===== config.mk =====
export PLATFORM = sky130hd
export DESIGN_NAME = pwm_bank
export DESIGN_NICKNAME = d
export VERILOG_FILES = /design/src/rtl/pwm_bank.sv
export SDC_FILE = /design/constraint.sdc
export NUM_CORES = 1
export LEC_CHECK = 0
export BUFFER_PORTS_ARGS = -buffer_cell sky130_fd_sc_hd__buf_2
export CAP_MARGIN = 20
export CORE_ASPECT_RATIO = 1.75
export CORE_MARGIN = 2
export CORE_UTILIZATION = 61
export DETAILED_ROUTE_END_ITERATION = 12
export PLACE_DENSITY = 0.87
export SLEW_MARGIN = 5
export SYNTH_ARGS = -nofsm -noshare
export SYNTH_HDL_FRONTEND = slang
export SYNTH_SLANG_ARGS = --single-unit

===== constraint.sdc =====
create_clock -name clk -period 3.75 [get_ports clk]
set_input_delay 0 -clock clk [delete_from_list [all_inputs] [get_ports clk]]
set_output_delay 0 -clock clk [all_outputs]
set_load 0.02 [all_outputs]

===== src/rtl/pwm_bank.sv =====
// Bank of CHANNELS PWM generators sharing one prescaler, counter and period.
// Memory-mapped register file with shadowed PERIOD/DUTY registers that are
// copied into the active set at each period boundary, or continuously while
// the bank is disabled.
module pwm_bank #(
    parameter int unsigned CHANNELS = 4,
    parameter int unsigned WIDTH    = 16,
    parameter logic [2:0]  ADDR_SEL = 3'b001
) (
    input  logic                clk,
    input  logic                rst,
    input  logic [31:0]         addr,
    input  logic [31:0]         data_in,
    input  logic                write_enable,
    output logic [31:0]         data_out,
    output logic [CHANNELS-1:0] pwm_out,
    output logic                period_irq
);

    localparam logic [WIDTH-1:0] CntOne = {{(WIDTH-1){1'b0}}, 1'b1};

    localparam logic [5:0] OffCtrl   = 6'd0;
    localparam logic [5:0] OffPeriod = 6'd1;
    localparam logic [5:0] OffStatus = 6'd2;

    // ------------------------------------------------------------------
    // State
    // ------------------------------------------------------------------
    logic                           en_q, en_d;
    logic                           mode_q, mode_d;
    logic [7:0]                     presc_q, presc_d;

    logic [WIDTH-1:0]               period_sh_q, period_sh_d;
    logic [WIDTH-1:0]               period_act_q, period_act_d;
    logic [CHANNELS-1:0][WIDTH-1:0] duty_sh_q, duty_sh_d;
    logic [CHANNELS-1:0][WIDTH-1:0] duty_act_q, duty_act_d;

    logic [7:0]                     presc_cnt_q, presc_cnt_d;
    logic [WIDTH-1:0]               cnt_q, cnt_d;
    logic                           dir_q, dir_d;      // 1 = counting down

    logic [31:0]                    data_out_q, data_out_d;
    logic [CHANNELS-1:0]            pwm_q, pwm_d;
    logic                           irq_q, irq_d;

    // ------------------------------------------------------------------
    // Bus decode
    // ------------------------------------------------------------------
    logic                sel;
    logic                wr_en;
    logic [5:0]          off;
    logic                wr_ctrl;
    logic                wr_period;
    logic [CHANNELS-1:0] wr_duty;

    assign sel       = (addr[31:29] == ADDR_SEL);
    assign wr_en     = sel && write_enable;
    assign off       = addr[7:2];
    assign wr_ctrl   = wr_en && (off == OffCtrl);
    assign wr_period = wr_en && (off == OffPeriod);

    // Only the select field and word offset of the address are decoded.
    logic unused_bits;
    assign unused_bits = ^{addr[28:8], addr[1:0], data_in};

    // Per-channel DUTY write strobes; channels beyond CHANNELS never match.
    always_comb begin
        for (int i = 0; i < CHANNELS; i++) begin
            wr_duty[i] = wr_en && (off == 6'(4 + i));
        end
    end

    // ------------------------------------------------------------------
    // Control register next state
    // ------------------------------------------------------------------
    logic mode_chg;

    // CTRL write applies on the next edge; a MODE flip while running restarts the count.
    always_comb begin
        en_d    = en_q;
        mode_d  = mode_q;
        presc_d = presc_q;
        if (wr_ctrl) begin
            en_d    = data_in[0];
            mode_d  = data_in[1];
            presc_d = data_in[15:8];
        end
    end

    assign mode_chg = en_q && (mode_d != mode_q);

    // ------------------------------------------------------------------
    // Prescaler
    // ------------------------------------------------------------------
    logic tick;

    // '>=' keeps the prescaler from running away if PRESC is lowered mid-count.
    assign tick = en_q && (presc_cnt_q >= presc_q);

    // Prescaler counter: free-runs while enabled, held at 0 otherwise.
    always_comb begin
        presc_cnt_d = presc_cnt_q + 8'd1;
        if (!en_q || !en_d || tick) begin
            presc_cnt_d = 8'd0;
        end
    end

    // ------------------------------------------------------------------
    // Period counter
    // ------------------------------------------------------------------
    logic bnd;

    // Counter advance on each tick for edge and center modes; flags the period boundary.
    always_comb begin
        cnt_d = cnt_q;
        dir_d = dir_q;
        bnd   = 1'b0;
        if (tick) begin
            if (!mode_q) begin
                if (cnt_q >= period_act_q) begin
                    cnt_d = '0;
                    bnd   = 1'b1;
                end else begin
                    cnt_d = cnt_q + CntOne;
                end
            end else if (!dir_q) begin
                if (cnt_q >= period_act_q) begin
                    // At the top: turn around; PERIOD of 0 or 1 lands straight on 0.
                    if (cnt_q <= CntOne) begin
                        cnt_d = '0;
                        dir_d = 1'b0;
                        bnd   = 1'b1;
                    end else begin
                        cnt_d = cnt_q - CntOne;
                        dir_d = 1'b1;
                    end
                end else begin
                    cnt_d = cnt_q + CntOne;
                end
            end else begin
                if (cnt_q <= CntOne) begin
                    cnt_d = '0;
                    dir_d = 1'b0;
                    bnd   = 1'b1;
                end else begin
                    cnt_d = cnt_q - CntOne;
                end
            end
        end
        if (!en_d || mode_chg) begin
            cnt_d = '0;
            dir_d = 1'b0;
            bnd   = 1'b0;
        end
    end

    // ------------------------------------------------------------------
    // Shadow and active PERIOD/DUTY
    // ------------------------------------------------------------------
    logic load;

    // Loading from the shadow next-state makes a write coincident with a boundary land directly.
    assign load = !en_q || bnd;

    // Shadow registers take bus writes; active copies follow them on load.
    always_comb begin
        period_sh_d = period_sh_q;
        if (wr_period) begin
            period_sh_d = data_in[WIDTH-1:0];
        end
        period_act_d = load ? period_sh_d : period_act_q;

        duty_sh_d  = duty_sh_q;
        duty_act_d = duty_act_q;
        for (int i = 0; i < CHANNELS; i++) begin
            if (wr_duty[i]) begin
                duty_sh_d[i] = data_in[WIDTH-1:0];
            end
            if (load) begin
                duty_act_d[i] = duty_sh_d[i];
            end
        end
    end

    // ------------------------------------------------------------------
    // Outputs
    // ------------------------------------------------------------------
    logic pending;

    assign pending = (period_sh_q != period_act_q) || (duty_sh_q != duty_act_q);

    // PWM compare lags the counter by one cycle; forced low while or when disabling.
    always_comb begin
        for (int i = 0; i < CHANNELS; i++) begin
            pwm_d[i] = en_q && en_d && (cnt_q < duty_act_q[i]);
        end
        irq_d = bnd;
    end

    // Readback mux; unselected, unmapped and out-of-range DUTY read as zero.
    always_comb begin
        data_out_d = '0;
        if (sel) begin
            case (off)
                OffCtrl: begin
                    data_out_d[0]    = en_q;
                    data_out_d[1]    = mode_q;
                    data_out_d[15:8] = presc_q;
                end
                OffPeriod: begin
                    data_out_d[WIDTH-1:0] = period_sh_q;
                end
                OffStatus: begin
                    data_out_d[WIDTH-1:0] = cnt_q;
                    data_out_d[16]        = dir_q;
                    data_out_d[17]        = pending;
                end
                default: begin
                    for (int i = 0; i < CHANNELS; i++) begin
                        if (off == 6'(4 + i)) begin
                            data_out_d[WIDTH-1:0] = duty_sh_q[i];
                        end
                    end
                end
            endcase
        end
    end

    // State register with synchronous active-low reset taking priority over writes.
    always_ff @(posedge clk) begin
        if (!rst) begin
            en_q         <= 1'b0;
            mode_q       <= 1'b0;
            presc_q      <= '0;
            period_sh_q  <= '0;
            period_act_q <= '0;
            duty_sh_q    <= '0;
            duty_act_q   <= '0;
            presc_cnt_q  <= '0;
            cnt_q        <= '0;
            dir_q        <= 1'b0;
            data_out_q   <= '0;
            pwm_q        <= '0;
            irq_q        <= 1'b0;
        end else begin
            en_q         <= en_d;
            mode_q       <= mode_d;
            presc_q      <= presc_d;
            period_sh_q  <= period_sh_d;
            period_act_q <= period_act_d;
            duty_sh_q    <= duty_sh_d;
            duty_act_q   <= duty_act_d;
            presc_cnt_q  <= presc_cnt_d;
            cnt_q        <= cnt_d;
            dir_q        <= dir_d;
            data_out_q   <= data_out_d;
            pwm_q        <= pwm_d;
            irq_q        <= irq_d;
        end
    end

    assign data_out   = data_out_q;
    assign pwm_out    = pwm_q;
    assign period_irq = irq_q;

endmodule


## Yosys cells after proc, flatten, opt, wreduce, memory -nomap -nowiden

Cells that the tools add are included.

| cells by class | value |
|---|---|
| shifts and indexed selects | 0 |
| mux-type cells | 29 |
| $lt $le $gt $ge | 7 |
| equal/unequal tests | 10 |
| bitwise logic cells | 1 |
| $add $sub $neg | 3 |
| reductions and logical operators | 27 |
| div/mod/pow operators | 0 |
| $mul | 0 |

Operator list:

| cell | number |
|---|---|
| $mux 16 | 14 |
| $lt 16x16->1 | 4 |
| $ne 64x64->1 | 1 |
| $eq 6x3->1 const B | 4 |
| $pmux 8 s3 | 1 |
| $pmux 6 s3 | 1 |
| $add 16x1->16 const B | 1 |
| $ge 16x16->1 | 1 |
| $le 16x1->1 const B | 1 |
| $ne 16x16->1 | 1 |
| $sub 16x1->16 const B | 1 |
| $logic_and 1x1->1 | 14 |
| $mux 1 | 12 |
| $add 8x1->8 const B | 1 |
| $ge 8x8->1 | 1 |
| $eq 6x1->1 const B | 1 |
| $eq 6x2->1 const B | 1 |
| $logic_not 6->1 | 1 |
| $pmux 2 s3 | 1 |
| $logic_or 1x1->1 | 5 |
| $reduce_and 2->1 | 2 |
| $reduce_or 2->1 | 2 |
| $eq 3x1->1 const B | 1 |
| $reduce_and 3->1 | 1 |
| 3 further kinds | 4 |

| storage, ports and cells | value |
|---|---|
| register bits | 232 |
| input bits | 67 |
| bits in writable memories | 0 |
| output and inout port bits | 37 |
| memories | 0 |
| ROM bits | 0 |
| latch bits | 0 |

## Depth between registers and ports, before layout

Gate-level depths: netlist of the first run.

| logic depth | value |
|---|---|
| depth in word-level cells | 9 |
| depth in mapped cells | 13 |
| gate-level depth less buffers | 9 |

## Worst setup path before layout of the first run

OpenSTA, ideal clock, no wires.

| timing | value |
|---|---|
| kind | reg2reg |
| start point | register cnt_q[0] |
| end point | register duty_act_q[0] (netlist bit) |
| cell stages (with the launch flop) | 14 |
| period minus slack after synthesis | 2,986 ps |
| path slack | 764 ps |
| library setup time | 59 ps |
| data arrival time | 2,927 ps |
| cells stage by stage | dfxtp_1 -> clkbuf_1 -> inv_1 -> ha_1 -> nand2b_1 -> a2111o_1 -> a311oi_1 -> o211a_1 -> buf_2 -> o41a_1 -> buf_2 -> buf_2 -> nand3_1 -> nand2_1 |

| on the way | value |
|---|---|
| cells in the longest elaborated chain, start to end | 8 |

Ends and longest elaborated chain:

| item | line | RTL |
|---|---|---|
| start: declaration | 39 | `logic [WIDTH-1:0] cnt_q, cnt_d;` |
| start signal: assignment | 254 | `cnt_q <= cnt_d;` |
| $le 16x1->1 | 129, 141 |  |
| $mux 1 | 129, 141 |  |
| $mux 1 | 127 | `if (cnt_q >= period_act_q) begin` |
| $mux 1 | 126 | `end else if (!dir_q) begin` |
| $mux 1 * | 119 | `if (!mode_q) begin` |
| $mux 1 * | 118 | `if (tick) begin` |
| $mux 1 * | 150 | `if (!en_d \|\| mode_chg) begin` |
| $logic_or 1x1->1 * | 163 | `assign load = !en_q \|\| bnd;` |
| end signal: assignment | 252 | `duty_act_q <= duty_act_d;` |
| end: declaration | 36 | `logic [CHANNELS-1:0][WIDTH-1:0] duty_act_q, duty_act_d;` |

Every way passes the cells marked *; elsewhere a longest branch is shown, timed or not.
A chain may end at the register's enable or synchronous reset.

## Worst setup path in the final report of the first run

| timing | value |
|---|---|
| start point | register cnt_q[0] |
| end point | register period_act_q[6] |

| on the way | value |
|---|---|
| cells in the longest elaborated chain, start to end | 8 |

Ends and longest elaborated chain:

| item | line | RTL |
|---|---|---|
| $le 16x1->1 | 129, 141 |  |
| $mux 1 | 129, 141 |  |
| $mux 1 | 127 |  |
| $mux 1 | 126 |  |
| $mux 1 * | 119 |  |
| $mux 1 * | 118 |  |
| $mux 1 * | 150 |  |
| $logic_or 1x1->1 * | 163 |  |
| end signal: assignment | 250 | `period_act_q <= period_act_d;` |
| end: declaration | 34 | `logic [WIDTH-1:0] period_act_q, period_act_d;` |

Marked as above.

==> flow_summary.ini, run 1 <==
[synth]
synth_most_common_cell = nand2_1
synth_top_family_by_area = simple AND/OR/NAND/NOR gates
synthArstFlopShare_pct = 0
synth_edf_count = 0
synthSimpleGateAreaFrac_pct = 22.9
synth.area.top_cells = dfxtp_1 35%, nand2_1 11%, ha_1 8.9%
synthFlopType = dfxtp_1
synthAdderAreaFrac_pct = 8.88
ys_ff_latch = 218
synth_xor_area_share_pct = 6.29
ys_seq_area_share_pct = 35.2
synth_mux_area_share_pct = 2.90
yosysWarnings = 0
synth_compound_area_share_pct = 16.5
synth_area_per_cell_um2 = 8.10
synth_area_mm2 = 0.0124
synth_top_area_share_pct = 35.2
syn_inst = 1531
synth_largest_area_cell = dfxtp_1
yosys-top-cells-count = 358 x nand2_1, 218 x dfxtp_1, 118 x nand3_1
synth_cell_type_count = 71

[floorplanning]
coreArea_mm2 = 0.0201
pin_count = 104
num_rows = 69
die_w_um = 112
initial_core_util_pct = 61.6
die_area_mm2 = 0.0215
die_h_um = 193

[power]
powerDensity_mw_per_mm2 = 340
p_leak_uw = 0.00552
ir_drop_mv = 0.414

[routing]
vias = 11754
drc_errors = 0
wl_mm = 41.0
routed_via_density = 6.45
first_iter_violations = 1470
firstDrtPassIters = 8
wl_per_cell_um = 22.5
ant_nets = 0

[timing]
drv_slew = 0
hold_violations = 0
worstMarginPinSlew_ns = 1.07
finalSetupViolCount = 0
max_slew_margin_pct = 28.9
period_needed_ns = 3.14
fmax_ghz = 0.318
min_period_over_period_pct = 83.8
skew_ns = 0.00976
tns_ns = 0
rsz0062_at_grt = no

[place]
io_buffers = 50
dp_hpwl_mm = 29.0
gp_congestion = 0.988
placed_cells = 1768

[worst_setup_path]
rr_startpoint = cnt_q[0]
r2r_cells = 12
critPathLaunchType = flop
reg2reg_to = period_act_q[6]
required_ns = 4.21
crit_arrival_ns = 3.60
cp_max_fo = 80
criticalPathCategory = reg2reg
reg2reg_slack_ns = 0.61
setup.worst_path.end_class = flop

[cts]
cts_tree = yes
clockRootBuffer = clkbuf_16
cts_buffers = 21
clk_latency_ns = 0.51
clock_path_buffers = 3
path_clk_slew_ns = 0.07
cts.sink_count = 218
htree_levels = 1

[layout]
layout-drive-gt1-share_pct = 10.5
insertedDiodeCount = 0
nNetsFinal = 1717
syn2layout_area_growth_pct = 10.2
fin_cells = 1821

[hold_path]
hp-class = in2reg
whs_endpoint = data_out[14]
hold_path_startpoint = addr[29]
hold_depth = 4

[global_routing]
antenna_found_initial = 0
track_usage_pct = 37.7
overflow = 0
grt_pass1_vias = 11557
grt_pass1_wl_mm = 62.9
grt_start_max_net_pins = 81

[flow_run]
maxCapViolCount = 0

[status]
status = finished, final reports clean
==> worst max-delay path, cell delays in order (launching register included) <==
cell      delay, ns
dfxtp_1        0.31
buf_4          0.19
inv_1          0.07
ha_1           0.27
nand2b_1       0.18
a2111o_1       0.45
a311oi_1       0.28
buf_4          0.21
o211a_1        0.26
o41a_2         0.21
buf_12         0.35
nand3_1        0.16
nand2_1        0.10
==> area by class of cell <==
class / instances / area [µm²]
Clock buffer: 26 / 574
Tap cell: 248 / 310
Clock inverter: 8 / 100
Timing Repair Buffer: 105 / 738
Inverter: 96 / 360
Sequential cell: 218 / 4360
Fill cell: 1580 / 6450
Multi-Input combinational cell: 1120 / 7220
==> cells by family after synthesis <==
| logic type | Yosys count |
|---|---|
| AO/OA/AOI/OAI | 282 |
| flip-flops | 218 |
| buffers and inverters | 206 |
| multiplexers | 19 |
| AND/OR/NAND/NOR | 628 |
| adder cells (fa/ha/maj) | 88 |
| XOR/XNOR | 89 |
| other | 1 |
==> what timing repair did <==
action | in CTS | in global routing
resized for setup | 0 | 0
hold buffers | 19 | 0
buffers inserted | 0 | 0
hold endpoints to repair | 159 | 0
==> flip-flops by register name, indices dropped and copies added, names as in the netlist <==
register,count
duty_act_q,64
pwm_out,4
duty_sh_q,64
dir_q,1
data_out,18
period_irq,1
presc_q,8
period_act_q,16
period_sh_q,16
presc_cnt_q,8
en_q,1
mode_q,1
cnt_q,16
==> report_power, final <==
group | leakage [µW] | switching (µW) | internal [µW] | total (µW)
logic | 0.00343 | 117 | 60.7 | 178
clock network | 0.000332 | 925 | 1220 | 2150
registers | 0.00175 | 1.34 | 2320 | 2320
total | 0.00552 | 1040 | 3600 | 4640
==> placed cells by master (no fill, tap or decap), types with 15 or more instances in the layout <==
| cell type | Yosys | layout |
|---|---|---|
| a21boi_0 | 45 | 45 |
| a21boi_1 | 33 | 33 |
| a21boi_2 | 15 | 15 |
| a21oi_1 | 36 | 36 |
| a31oi_1 | 15 | 15 |
| buf_2 | 11 | 49 |
| buf_4 | 14 | 35 |
| clkbuf_16 | 0 | 21 |
| dfxtp_1 | 218 | 218 |
| dlygate4sd3_1 | 0 | 19 |
| ha_1 | 88 | 88 |
| inv_1 | 96 | 96 |
| nand2_1 | 358 | 358 |
| nand3_1 | 118 | 118 |
| nand4_1 | 25 | 25 |
| nor2_1 | 42 | 42 |
| nor4_1 | 24 | 23 |
| o21ai_0 | 36 | 36 |
| xnor2_1 | 51 | 51 |
| xor2_1 | 38 | 38 |
==> per-layer routing <==
layer  GRT usage (%)  vias to the layer above  share of wire (%)
li1                -                     5316                  -
met1            39.2                     5492                 33
met2            65.0                      684                 48
met3            5.97                      262                7.9
met4            34.3                        0                 10
met5               0                        -                  0
==> through the flow <==
stage                     utilization [%]  hold slack, ns  total power [µW]  cell area (µm²)  setup slack [ns]
after floorplan                         -           0.145              2470            12400             0.764
after global placement               63.6           0.310              2530            12800             0.799
after detailed placement             63.6           0.323              2530            12800             0.697
after CTS                            67.9          0.0594              4630            13700             0.679
after global routing                 67.9           0.105              4730            13700             0.543
final                                67.9          0.0803              4640            13700             0.606
==> worst max-delay path by stage <==
stage                     startpoint              end  slack [ns]  depth (start not counted)
after global routing        cnt_q[5]    duty_act_q[3]        0.54                         10
after global placement      cnt_q[0]   duty_act_q[52]        0.80                         12
final                       cnt_q[0]  period_act_q[6]        0.61                         12
after detailed placement    cnt_q[0]   duty_act_q[45]        0.70                         12
after floorplan             cnt_q[0]    duty_act_q[0]        0.76                         13
after CTS                   cnt_q[0]   duty_act_q[45]        0.68                         12
Power figures use the tool's default switching activity.
==> run 2: changes to the inputs <==
--- a/config.mk
+++ b/config.mk
@@ -9,9 +9,9 @@
 export CAP_MARGIN = 20
 export CORE_ASPECT_RATIO = 1.75
 export CORE_MARGIN = 2
-export CORE_UTILIZATION = 61
+export CORE_UTILIZATION = 55
 export DETAILED_ROUTE_END_ITERATION = 12
-export PLACE_DENSITY = 0.87
+export PLACE_DENSITY = 0.83
 export SLEW_MARGIN = 5
 export SYNTH_ARGS = -nofsm -noshare
 export SYNTH_HDL_FRONTEND = slang
==> constraint.sdc (replaced) <==
create_clock -name clk -period 2.8 [get_ports clk]
set_input_delay 0 -clock clk [delete_from_list [all_inputs] [get_ports clk]]
set_output_delay 0 -clock clk [all_outputs]
set_load 0.02 [all_outputs]
==> flow_summary.ini, run 2 (synthesis gave the netlist of run 1 again) <==
[global_routing]
track_usage_pct = 35.4
grt_start_max_net_pins = 94
grt_pass1_wl_mm = 65.4
overflow = 0
antenna_found_initial = 0
grt_pass1_vias = 11885

[cts]
clock_path_buffers = 3
cts.sink_count = 218
cts_buffers = 21
path_clk_slew_ns = 0.06
clk_latency_ns = 0.53
htree_levels = 1
clockRootBuffer = clkbuf_16
cts_tree = yes

[place]
io_buffers = 50
dpl_cell_area_mm2 = 0.0133
dp_hpwl_mm = 31.1
gp_congestion = 1.06

[worst_setup_path]
cp_max_fo = 13
required_ns = 3.22
setup.worst_path.end_class = flop
criticalPathCategory = reg2reg
critPathLaunchType = flop
crit_arrival_ns = 3.18

[layout]
layout-drive-gt1-share_pct = 13.4
mostFrequentLayoutCells = 358 x nand2_1, 217 x dfxtp_1, 118 x nand3_1, 96 x inv_1, 88 x ha_1
insertedDiodeCount = 0
utilization_pct = 64.3
syn2layout_area_growth_pct = 15.0
layout_commonest_cell = nand2_1
nNetsFinal = 1758
fin_area_mm2 = 0.0143

[routing]
wl_mm = 43.3
vias = 11961
drc_errors = 0
first_iter_violations = 1414
firstDrtPassIters = 8
wl_per_cell_um = 22.7
ant_nets = 0
routed_via_density = 6.25

[timing]
period_needed_ns = 2.76
fmax_ghz = 0.362
rsz0062_at_grt = yes
tns_ns = 0
hold_violations = 0
finalSetupViolCount = 0
drv_slew = 0
min_period_over_period_pct = 98.7
skew_ns = 0.0177
max_slew_margin_pct = 39.7
worstMarginPinSlew_ns = 0.905

[floorplanning]
die_w_um = 117
num_rows = 72
die_h_um = 203
pin_count = 104
initial_core_util_pct = 55.9
die_area_mm2 = 0.0238
coreArea_mm2 = 0.0222

[power]
p_leak_uw = 0.00580
ir_drop_mv = 0.347
power_uw = 6330
powerDensity_mw_per_mm2 = 444

[hold_path]
hp-class = in2reg

[flow_run]
maxCapViolCount = 0

[status]
status = finished, final reports clean
==> run 2: changes by cell type in the layout (fill, tap and decap cells not counted), sizes merged <==
cell	before	now
clkinv	4	3
buf	86	128
clkbuf	26	31
dlygate4sd3	19	17
==> run 2: layout make-up <==
class,count,area [µm²]
Clock buffer,30,609
Timing Repair Buffer,146,1180
Fill cell,1858,7900
Tap cell,296,370
Sequential cell,218,4370
Multi-Input combinational cell,1120,7280
Inverter,96,360
Clock inverter,7,98.8
==> run 2: metrics by stage <==
| step | setup slack (ns) | cells | hold slack (ns) |
|---|---|---|---|
| 6_report | 0.0359 | 1913 | 0.0533 |
| 5_1_grt | -0.0347 | 1913 | 0.0699 |
| 4_1_cts | 0.0148 | 1911 | 0.0398 |
| 3_5_place_dp | 0.0354 | 1857 | 0.315 |
| 3_3_place_gp | 0.0749 | 1857 | 0.312 |
| 2_1_floorplan | 0.00385 | 1544 | 0.145 |
==> run 2: final timing paths <==
path | start | endpoint | slack, ns | cells after the start
max | period_act_q[1] | period_act_q[0] | 0.04 | 12
min | addr[4] | data_out[0] | 0.05 | 4
max reg2reg | period_act_q[1] | period_act_q[0] | 0.04 | 12
min reg2reg | duty_act_q[1] | duty_act_q[1] | 0.49 | 2
==> run 2: routing by layer <==
layer / track usage, % / vias to the layer above / part of all wire (%)
met5: 0 / - / 0
met4: 31.8 / 0 / 11
met3: 5.59 / 289 / 7.7
met2: 61.7 / 699 / 48
met1: 36.4 / 5586 / 33
li1: - / 5387 / -
==> run 2: where the power goes <==
group	switching, µW	internal (µW)	total [µW]
clock network	1270	1710	2980
registers	1.81	3100	3100
logic	163	86.7	250
==> run 2: timing repair <==
action | 4_1_cts | 5_1_grt
endpoints found under the setup margin | 0 | 96
endpoints found under the hold margin | 169 | 0
resized for setup | 0 | 12
setup buffers | 0 | 1
hold buffers | 17 | 0
==> run 2: critical path: stages (launching register included) <==
cell and delay (ns):
dfxtp_1 0.44, inv_1 0.08, ha_1 0.30, a2111o_1 0.45, a311oi_4 0.35, buf_6 0.17, o211a_4 0.17, buf_4 0.12
o41ai_4 0.06, buf_12 0.17, buf_4 0.19, nand2_1 0.08, nand2_1 0.05
